==> config.mk <==
export PLATFORM = sky130hd
export DESIGN_NAME = steer_quad_gen
export DESIGN_NICKNAME = d
export VERILOG_FILES = /design/src/rtl/steer_quad_gen.sv
export SDC_FILE = /design/constraint.sdc
export NUM_CORES = 1
export LEC_CHECK = 0
export CAP_MARGIN = 25
export CELL_PAD_IN_SITES_DETAIL_PLACEMENT = 1
export CELL_PAD_IN_SITES_GLOBAL_PLACEMENT = 1
export CORE_ASPECT_RATIO = 0.7
export CORE_MARGIN = 5
export CORE_UTILIZATION = 48
export CTS_BUF_LIST = sky130_fd_sc_hd__clkbuf_8
export DETAILED_ROUTE_END_ITERATION = 10
export PLACE_DENSITY_LB_ADDON = 0.3
export SYNTH_ARGS = -nofsm -noshare
export SYNTH_HDL_FRONTEND = slang
export SYNTH_SLANG_ARGS = --single-unit
export TNS_END_PERCENT = 10
==> constraint.sdc <==
create_clock -name CLK -period 10.2 [get_ports CLK]
set_input_delay 2.04 -clock CLK [delete_from_list [all_inputs] [get_ports CLK]]
set_output_delay 2.04 -clock CLK [all_outputs]
set_load 0.01 [all_outputs]
==> src/rtl/steer_quad_gen.sv <==
// Turns left/right steering requests into a Gray-code quadrature stream that mimics
// a rotating wheel encoder, with a slow step rate that speeds up once a direction is held.
module steer_quad_gen #(
    parameter int DIV_W       = 16,
    parameter int ACCEL_STEPS = 8,
    parameter int FAST_SHIFT  = 1
) (
    input  logic             CLK,
    input  logic             RESET,
    input  logic [DIV_W-1:0] clkdiv,
    input  logic             right,
    input  logic             left,
    output logic [1:0]       steer,
    output logic             moving
);

    localparam int SC_W = (ACCEL_STEPS < 1) ? 1 : $clog2(ACCEL_STEPS + 1);
    localparam logic [SC_W-1:0] STEP_MAX = SC_W'(ACCEL_STEPS);

    typedef enum logic [1:0] {
        IDLE     = 2'd0,
        RUN_SLOW = 2'd1,
        RUN_FAST = 2'd2
    } state_t;

    // A single held step already reaches the fast rate when ACCEL_STEPS is 1.
    localparam state_t PRESS_STATE = (ACCEL_STEPS <= 1) ? RUN_FAST : RUN_SLOW;

    state_t           state_reg;
    logic [1:0]       req_meta_reg;
    logic [1:0]       req_sync_reg;
    logic [DIV_W-1:0] cnt_reg;
    logic [SC_W-1:0]  stepcnt_reg;
    logic             run_dir_reg;

    logic             dir_valid;
    logic             dir_up;
    logic [DIV_W-1:0] fast_raw;
    logic [DIV_W-1:0] slow_period;
    logic [DIV_W-1:0] fast_period;
    logic [DIV_W-1:0] last_cnt;
    logic [SC_W-1:0]  stepcnt_next;

    function automatic logic [1:0] gray_step(input logic [1:0] g, input logic up);
        logic [1:0] r;
        case (g)
            2'b00:   r = up ? 2'b01 : 2'b10;
            2'b01:   r = up ? 2'b11 : 2'b00;
            2'b11:   r = up ? 2'b10 : 2'b01;
            default: r = up ? 2'b00 : 2'b11;
        endcase
        return r;
    endfunction

    // Bit 1 of the synchroniser carries right, bit 0 carries left.
    assign dir_valid = req_sync_reg[1] ^ req_sync_reg[0];
    assign dir_up    = req_sync_reg[1];

    assign fast_raw    = clkdiv >> FAST_SHIFT;
    assign slow_period = (clkdiv == '0) ? DIV_W'(1) : clkdiv;
    assign fast_period = (fast_raw == '0) ? DIV_W'(1) : fast_raw;
    assign last_cnt    = ((state_reg == RUN_FAST) ? fast_period : slow_period) - DIV_W'(1);

    assign stepcnt_next = (stepcnt_reg >= STEP_MAX) ? STEP_MAX : stepcnt_reg + SC_W'(1);

    always_ff @(posedge CLK) begin
        if (RESET) begin
            req_meta_reg <= 2'b00;
            req_sync_reg <= 2'b00;
            state_reg    <= IDLE;
            cnt_reg      <= '0;
            stepcnt_reg  <= '0;
            run_dir_reg  <= 1'b0;
            steer        <= 2'b00;
            moving       <= 1'b0;
        end else begin
            req_meta_reg <= {right, left};
            req_sync_reg <= req_meta_reg;

            if (state_reg == IDLE) begin
                cnt_reg <= '0;
                if (dir_valid) begin
                    steer       <= gray_step(steer, dir_up);
                    run_dir_reg <= dir_up;
                    stepcnt_reg <= SC_W'(1);
                    state_reg   <= PRESS_STATE;
                    moving      <= 1'b1;
                end
            end else begin
                if (!dir_valid) begin
                    state_reg   <= IDLE;
                    cnt_reg     <= '0;
                    stepcnt_reg <= '0;
                    moving      <= 1'b0;
                end else if (dir_up != run_dir_reg) begin
                    // Reversal restarts acceleration from scratch in the new direction.
                    steer       <= gray_step(steer, dir_up);
                    run_dir_reg <= dir_up;
                    stepcnt_reg <= SC_W'(1);
                    cnt_reg     <= '0;
                    state_reg   <= PRESS_STATE;
                end else if (cnt_reg >= last_cnt) begin
                    // >= lets a shortened period take effect without wrapping cnt.
                    steer       <= gray_step(steer, run_dir_reg);
                    cnt_reg     <= '0;
                    stepcnt_reg <= stepcnt_next;
                    if (stepcnt_next == STEP_MAX) begin
                        state_reg <= RUN_FAST;
                    end
                end else begin
                    cnt_reg <= cnt_reg + DIV_W'(1);
                end
            end
        end
    end

endmodule
# After elaboration in Yosys (flattened, before gate mapping)
# Index checks and enable logic that the tools add are counted.
[op_classes]
add_sub_neg = 3
magnitude_cmp = 2
n_eq_ne = 9
n_mux = 37
bitwise_logic = 2
n_reduce_logical = 12
[op_table]
columns = ["cell", "n"]
rows = [
  ["2-to-1 mux 2 bit", 19],
  ["zero test 16 bit", 2],
  ["2-to-1 mux 16 bit", 2],
  ["2-to-1 mux 4 bit", 6],
  ["adder 16 x 1 -> 16 bit, second input constant", 1],
  ["greater-or-equal comparator 16 bit", 1],
  ["subtractor 16 x 1 -> 16 bit, second input constant", 1],
  ["2-to-1 mux 15 bit", 1],
  ["one-hot mux 2 bit (3 select lines)", 2],
  ["!= test 4 x 1 -> 1 bit, second input constant", 2],
  ["AND reduction 2 bit", 4],
  ["2-to-1 mux 1 bit", 7],
  ["OR reduction 5 bit", 1],
  ["adder 4 x 1 -> 4 bit, second input constant", 1],
  ["== test 2 bit, second input constant", 2],
  ["== test 4 bit, second input constant", 1],
  ["greater-or-equal comparator 4 bit, second input constant", 1],
  ["zero test 2 bit", 2],
  ["AND reduction 3 bit", 1],
  ["nonzero test 3 bit", 1],
  ["== test 2 x 1 -> 1 bit, second input constant", 1],
  ["!= test 2 x 1 -> 1 bit, second input constant", 1],
  ["!= test 2 bit, second input constant", 1],
  ["nonzero test 2 bit", 1],
  ["other kinds (3)", 3],
]
[totals]
regBits = 30
in_bits = 20
output_inout_bits = 3
word_cells = 73

# Logic depth before layout (Yosys ltp)
# Gate-level depths: netlist of the first run.
[logic_depth]
depth_word = 9
ltp_mapped = 20
mapped_depth_nobuf = 17

# Worst setup path before layout of the first run
# OpenSTA, ideal clock, no wires.
[synth_timing]
path_kind = "input -> register"
startpoint = "input clkdiv[13]"
endpoint = "register stepcnt_reg[2]"
setup_time_ns = 0.115
arrival_time_ns = 6.103
required_time_ns = 10.085
path_slack_ns = 3.982
stages = 19
n_path_buf = 2
cell_sequence = "dlymetal6s2s_1 nor4_1 nand4b_1 and3_1 ha_1 or3b_1 a2111oi_4 nand3_2 o21a_1 a2111oi_1 a21oi_1 ha_1 nand4_1 nor3_1 or4b_1 a31oi_2 buf_4 a21boi_0 o21ba_2"
[synth_via]
elab_chain_len = 7
elab_cells_between_ends = 9
classes_between = "add/sub: 1; order compare: 1; eq/ne: 1; mux: 3; reduce/logical: 3"
[synth_rtl]
columns = ["item", "line_no", "text"]
rows = [
  ["from (decl)", "10", "input logic [DIV_W-1:0] clkdiv,"],
  ["zero test 16 bit (on tied branches)", "60, 61", ""],
  ["2-to-1 mux 16 bit or 2-to-1 mux 15 bit (tied branches)", "60, 61", ""],
  ["2-to-1 mux 16 bit *", "62", "assign last_cnt = ((state_reg == RUN_FAST) ? fast_period : slow_period) - DIV_W'(1);"],
  ["subtractor 16 x 1 -> 16 bit *", "62", ""],
  ["greater-or-equal comparator 16 bit *", "102", "end else if (cnt_reg >= last_cnt) begin"],
  ["!= test 4 x 1 -> 1 bit (no line) *", "-", ""],
  ["AND reduction 2 bit (no line) *", "-", ""],
  ["to (signal assigned)", "106", "stepcnt_reg <= stepcnt_next;"],
  ["to (decl)", "33", "logic [SC_W-1:0] stepcnt_reg;"],
]
# Mark *: on every way between the ends. The rest lies on a longest branch, timed or not.
# A chain may end at the register's enable or synchronous reset.

# Worst setup path in the final report of the first run
[layout_timing]
startpoint = "input clkdiv[9]"
endpoint = "register stepcnt_reg[2]"
# Same word-level chain as after synthesis.

==> flow_summary.toml, run 1 <==
[run_status]
status = "complete, no violations"

[logic_synthesis]
yosys_warnings = 0
synth_most_common_cell = "nor2_1"
synth_cell_types = 59
async_reset_ff_share_pct = 0
netlist_area_sq_um = 2410
seq_area_frac_synth_pct = 24.9
syn_inst = 302
synth_top_cell_by_area = "dfxtp_1"
synth_common_cells = "43 x nor2_1, 31 x nand2_1, 30 x dfxtp_1, 22 x ha_1, 19 x a21oi_1"
syn_nets = 344
ys_top_cells_by_area = "dfxtp_1 25%, ha_1 11%, nor2_1 6.7%"
avgSynthCellArea_sq_um = 7.97
synthFlopType = "dfxtp_1"
yosysTopAreaCellShare_pct = 24.9
ys_seq_elements = 30
synth-edff-count = 0

[detailed_routing]
totalWireLength_microns = 6580
antenna_left = 0
wl_per_cell_microns = 16.8
drcViolationCount = 0
drt_first_iter_violations = 70
viasPerCell = 5.89
vias = 2304
firstDrtPassIters = 4

[floorplanning]
die_h_microns = 69.3
die_area_sq_um = 6550
chipWidth_microns = 94.6
rows = 21
core-area_sq_um = 4810
io_pins = 23
initial_utilization_pct = 50.1

[global_route]
grt_antenna_before_repair = 0
grt_max_degree = 23
grtUsageMet1_pct = 29.7
grtUsageTotal_pct = 20.9
grt_pass1_wl_microns = 11100
grt_overflow_total = 0
busiest_layer = "met2"
grt_pass1_vias = 2298
use_met2_pct = 31.7
use_met3_pct = 4.34

[run]
maxCapViolCount = 0

[cts]
clockBufferDepth = 2
cts_tree = "built"
ctsHtreeMaxLevel = 2
cts_resized = 0
cts_hold_buf = 0
clkLatencyLatePin_ps = 280
clock-sinks = 30
clkTransAtPathRegs_ps = 60
post_cts_buffers = 0
numCtsBuffers = 5
cts-root-buf = "clkbuf_8"

[sta]
final.period_utilization_pct = 70.0
fin_skew_ps = 2.66
tns_ps = 0
hold_violations = 0
fmax_mhz = 140
slew_headroom_pct = 44.0
final.min_clock_period_ps = 7140
worst_slew_pin_slew_ps = 835
setup_viol = 0
report.final.slew_viol_count = 0
rsz0062_at_grt = "no"

[min_path]
min_path_cells = 1
hold_class = "flip-flop to flip-flop"

[worst_setup_path]
startpoint_type = "input pin"
crit_required_ps = 10380
worstSetupPathType = "input pin to flip-flop"
path_max_fanout = 12
cp-end-kind = "flip-flop"
rr_worst_depth = 17
cp.arrival_ps = 7320

[power]
peakVddDrop_mv = 0.0637
power_leakage_uw = 0.00101
power_density_nw_per_um2 = 113

[place]
hpwlAfterDp_microns = 4900
place.gp.congestion = 0.851
io_buffers = 22

[cells_and_area]
fin_util_pct = 57.3
area_delta_synth_final_pct = 14.5
largest_reg_flops = 16
num_antenna_cells = 0
fillers = 586
drive_gt1_share_pct = 6.21
nets = 364
-- routing by layer --
metal,part of all wire (%),up-vias
met1,51,1118
li1,-,1135
met5,0,-
met3,4.1,8
met2,43,43
met4,1.2,0
-- area by class of cell --
| class | count | area (sq um) | area share (%) |
|---|---|---|---|
| clock inverters | 1 | 30.0 | 1.09 |
| well taps | 69 | 86.3 | 3.13 |
| inverters | 9 | 33.8 | 1.23 |
| flip-flops and latches | 30 | 601 | 21.8 |
| multi-input cells | 253 | 1700 | 61.5 |
| repair buffers | 23 | 228 | 8.26 |
| clock buffers | 6 | 82.6 | 3.00 |
-- through the flow --
step	hold WS, ps	std cells	total power (uW)	setup slack [ps]	area (sq um)
after floorplan	414	302	167	3980	2410
after global placement	416	384	187	3030	2640
after detailed placement	437	384	189	2830	2640
after CTS	452	391	315	3110	2760
after global routing	467	391	328	2690	2760
final	440	391	312	3060	2760
-- power breakdown --
group	internal, uW	leakage, uW	switching [uW]	total (uW)
Clock	78.1	0.0000573	45.7	124
Sequential	122	0.000244	5.09	127
Combinational	27.7	0.000712	33.6	61.4
Total	227	0.00101	84.4	312
-- cell families after synthesis --
group	share of synthesized area [%]
simple gates	31.6
mux	3.33
buf+inv	4.63
xor+xnor	7.64
compound gates	16.4
fa+ha+maj	11.4
flops	24.9
-- cell usage in the layout (no fill, tap or decap), drive strengths merged, types with 2 or more instances in the layout --
master and n:
a2111oi 4, a211oi 4, a21boi 3, a21oi 19, a22oi 2, a31oi 4, and2 3, and3 3
and3b 2, clkbuf 6, clkdlybuf4s50 22, dfxtp 30, ha 22, inv 9, mux2i 8, nand2 31
nand2b 4, nand3 10, nand4 8, nand4b 5, nor2 43, nor2b 8, nor3 10, nor3b 3
nor4 5, o21a 2, o21ai 7, or2 2, or3 2, or3b 2, or4 2, xnor2 9
xor2 12
-- critical path: stages --
cell and delay (ps):
clkdlybuf4s50_1 640, or4_4 210, nand4b_1 140, and3_1 210
ha_1 210, or3b_1 440, a2111oi_4 450, nand3_2 200
o21a_1 220, a2111oi_1 310, a21oi_1 100, ha_1 290
nand4_1 140, nor3_1 260, or4b_1 530, a31oi_2 510
a21boi_0 190, o21ba_2 240
-- path summary, 6_finish.rpt --
kind / startpoint / to / slack [ps]
max: clkdiv[9] / stepcnt_reg[2]$_SDFFE_PP0P_ / 3060
min: req_meta_reg[1]$_SDFF_PP0_ / req_sync_reg[1]$_SDFF_PP0_ / 440
max reg2reg: state_reg[1]$_SDFFE_PP0P_ / stepcnt_reg[2]$_SDFFE_PP0P_ / 4940
min reg2reg: req_meta_reg[1]$_SDFF_PP0_ / req_sync_reg[1]$_SDFF_PP0_ / 440
No activity file was read; power rests on OpenSTA's default activity.
==> run 2: changes to the inputs <==
--- a/config.mk
+++ b/config.mk
@@ -10,7 +10,7 @@
 export CELL_PAD_IN_SITES_GLOBAL_PLACEMENT = 1
 export CORE_ASPECT_RATIO = 0.7
 export CORE_MARGIN = 5
-export CORE_UTILIZATION = 48
+export CORE_UTILIZATION = 44
 export CTS_BUF_LIST = sky130_fd_sc_hd__clkbuf_8
 export DETAILED_ROUTE_END_ITERATION = 10
 export PLACE_DENSITY_LB_ADDON = 0.3
==> constraint.sdc (replaced) <==
create_clock -name CLK -period 7 [get_ports CLK]
set_input_delay 1.4 -clock CLK [delete_from_list [all_inputs] [get_ports CLK]]
set_output_delay 1.4 -clock CLK [all_outputs]
set_load 0.01 [all_outputs]
==> flow_summary.toml, run 2 (same netlist as run 1, synthesis figures left out) <==
[worst_setup_path]
rr_worst_depth = 17
cp.arrival_ps = 6690
reg2reg_from = "state_reg[1]$_SDFFE_PP0P_"
cp-end-kind = "flip-flop"
worstSetupPathType = "input pin to flip-flop"
r2r_end = "stepcnt_reg[2]$_SDFFE_PP0P_"
rrSetupSlack_ps = 1650
startpoint_type = "input pin"
path_max_fanout = 12
crit_required_ps = 7190

[cts]
post_cts_buffers = 0
ctsHtreeMaxLevel = 2
clockBufferDepth = 2
cts_hold_buf = 0
numCtsBuffers = 5
cts_resized = 0
clkLatencyLatePin_ps = 290
cts-root-buf = "clkbuf_8"
cts_tree = "built"
clock-sinks = 30
clkTransAtPathRegs_ps = 70

[cells_and_area]
fillers = 672
largest_reg_flops = 16
num_antenna_cells = 0
nets = 367
fin_cells = 398
fin_util_pct = 52.3
final_cell_mix = "43 x nor2_1, 31 x nand2_1, 30 x dfxtp_1, 22 x ha_1, 22 x clkdlybuf4s50_1"
area_delta_synth_final_pct = 14.9
final_common_cell = "nor2_1"
drive_gt1_share_pct = 7.36

[sta]
report.final.slew_viol_count = 0
setup_viol = 0
final.min_clock_period_ps = 6510
hold_violations = 0
tns_ps = 0
rsz0062_at_grt = "no"
worst_slew_pin_slew_ps = 734
slew_headroom_pct = 50.8
final.period_utilization_pct = 92.9
fin_skew_ps = 3.81
fmax_mhz = 154

[min_path]
hold_class = "flip-flop to flip-flop"
min_from = "req_meta_reg[0]$_SDFF_PP0_"
min_to = "req_sync_reg[0]$_SDFF_PP0_"
min_path_cells = 1

[detailed_routing]
vias = 2238
drt_first_iter_violations = 112
firstDrtPassIters = 4
wl_per_cell_microns = 16.0
viasPerCell = 5.62
antenna_left = 0
totalWireLength_microns = 6360
drcViolationCount = 0

[power]
peakVddDrop_mv = 0.128
power_leakage_uw = 0.00102
power_density_nw_per_um2 = 153

[place]
placedCellCount = 390
place.gp.congestion = 0.785
hpwlAfterDp_microns = 4950
io_buffers = 22

[global_route]
grt_overflow_total = 0
grt_max_degree = 23
grtUsageTotal_pct = 18.8
grt_antenna_before_repair = 0
grt_pass1_vias = 2245
grt_pass1_wl_microns = 11000

[floorplanning]
chipWidth_microns = 98.4
die_h_microns = 71.9
rows = 22
die_area_sq_um = 7070
initial_utilization_pct = 45.5
io_pins = 23
core-area_sq_um = 5290

[run_status]
status = "complete, no violations"

[run]
maxCapViolCount = 0
==> run 2: through the flow <==
stage          power [uW]  area (sq um)  setup slack [ps]  hold WS (ps)
6_report              423          2770               495           442
5_1_grt               446          2770              78.9           466
3_3_place_gp          274          2670               399           417
3_5_place_dp          277          2670               230           428
4_1_cts               429          2770               521           444
2_1_floorplan         243          2410              1420           414
==> run 2: layout make-up <==
type	count	area (sq um)	share of cell area (%)
repair buffers	26	250	9.05
flip-flops and latches	30	601	21.7
clock inverters	2	12.5	0.452
inverters	9	33.8	1.22
clock buffers	6	82.6	2.99
well taps	72	90.1	3.26
multi-input cells	253	1700	61.3
==> run 2: power breakdown <==
part / internal [uW] / switching (uW) / leakage [uW]
combinational: 41.3 / 48.0 / 0.000726
clock: 78.9 / 70.3 / 0.0000472
sequential: 177 / 7.48 / 0.000244
total: 297 / 126 / 0.00102
==> run 2: metal layers <==
layer  vias up  wire length, microns  GRT usage (%)
li1       1133                     -              -
met1      1057                  3230           27.2
met2        42                  2740           29.1
met3         6                   350           4.18
met4         0                    40           2.73
met5         -                     0              0
==> run 2: critical path, stage by stage <==
cell             delay [ps]
clkdlybuf4s50_1         610
or4_4                   200
nand4b_1                130
and3_1                  200
ha_1                    210
or3b_1                  440
a2111oi_4               450
nand3_2                 220
o21a_1                  220
a2111oi_1               310
a21oi_1                 130
ha_1                    310
nand4_1                 140
nor3_1                  260
or4b_1                  530
a31oi_2                 500
a21boi_0                170
o21ba_2                 240
==> run 2: how the worst max path moves through the flow <==
| stage | slack [ps] | depth (start not counted) | startpoint | end |
|---|---|---|---|---|
| after global routing | 80 | 18 | clkdiv[9] | stepcnt_reg[3]$_SDFFE_PP0P_ |
| after floorplan | 1420 | 19 | clkdiv[13] | stepcnt_reg[2]$_SDFFE_PP0P_ |
| after global placement | 400 | 18 | clkdiv[9] | stepcnt_reg[2]$_SDFFE_PP0P_ |
| final | 490 | 18 | clkdiv[7] | stepcnt_reg[2]$_SDFFE_PP0P_ |
| after detailed placement | 230 | 18 | clkdiv[9] | stepcnt_reg[2]$_SDFFE_PP0P_ |
| after CTS | 520 | 18 | clkdiv[9] | stepcnt_reg[2]$_SDFFE_PP0P_ |
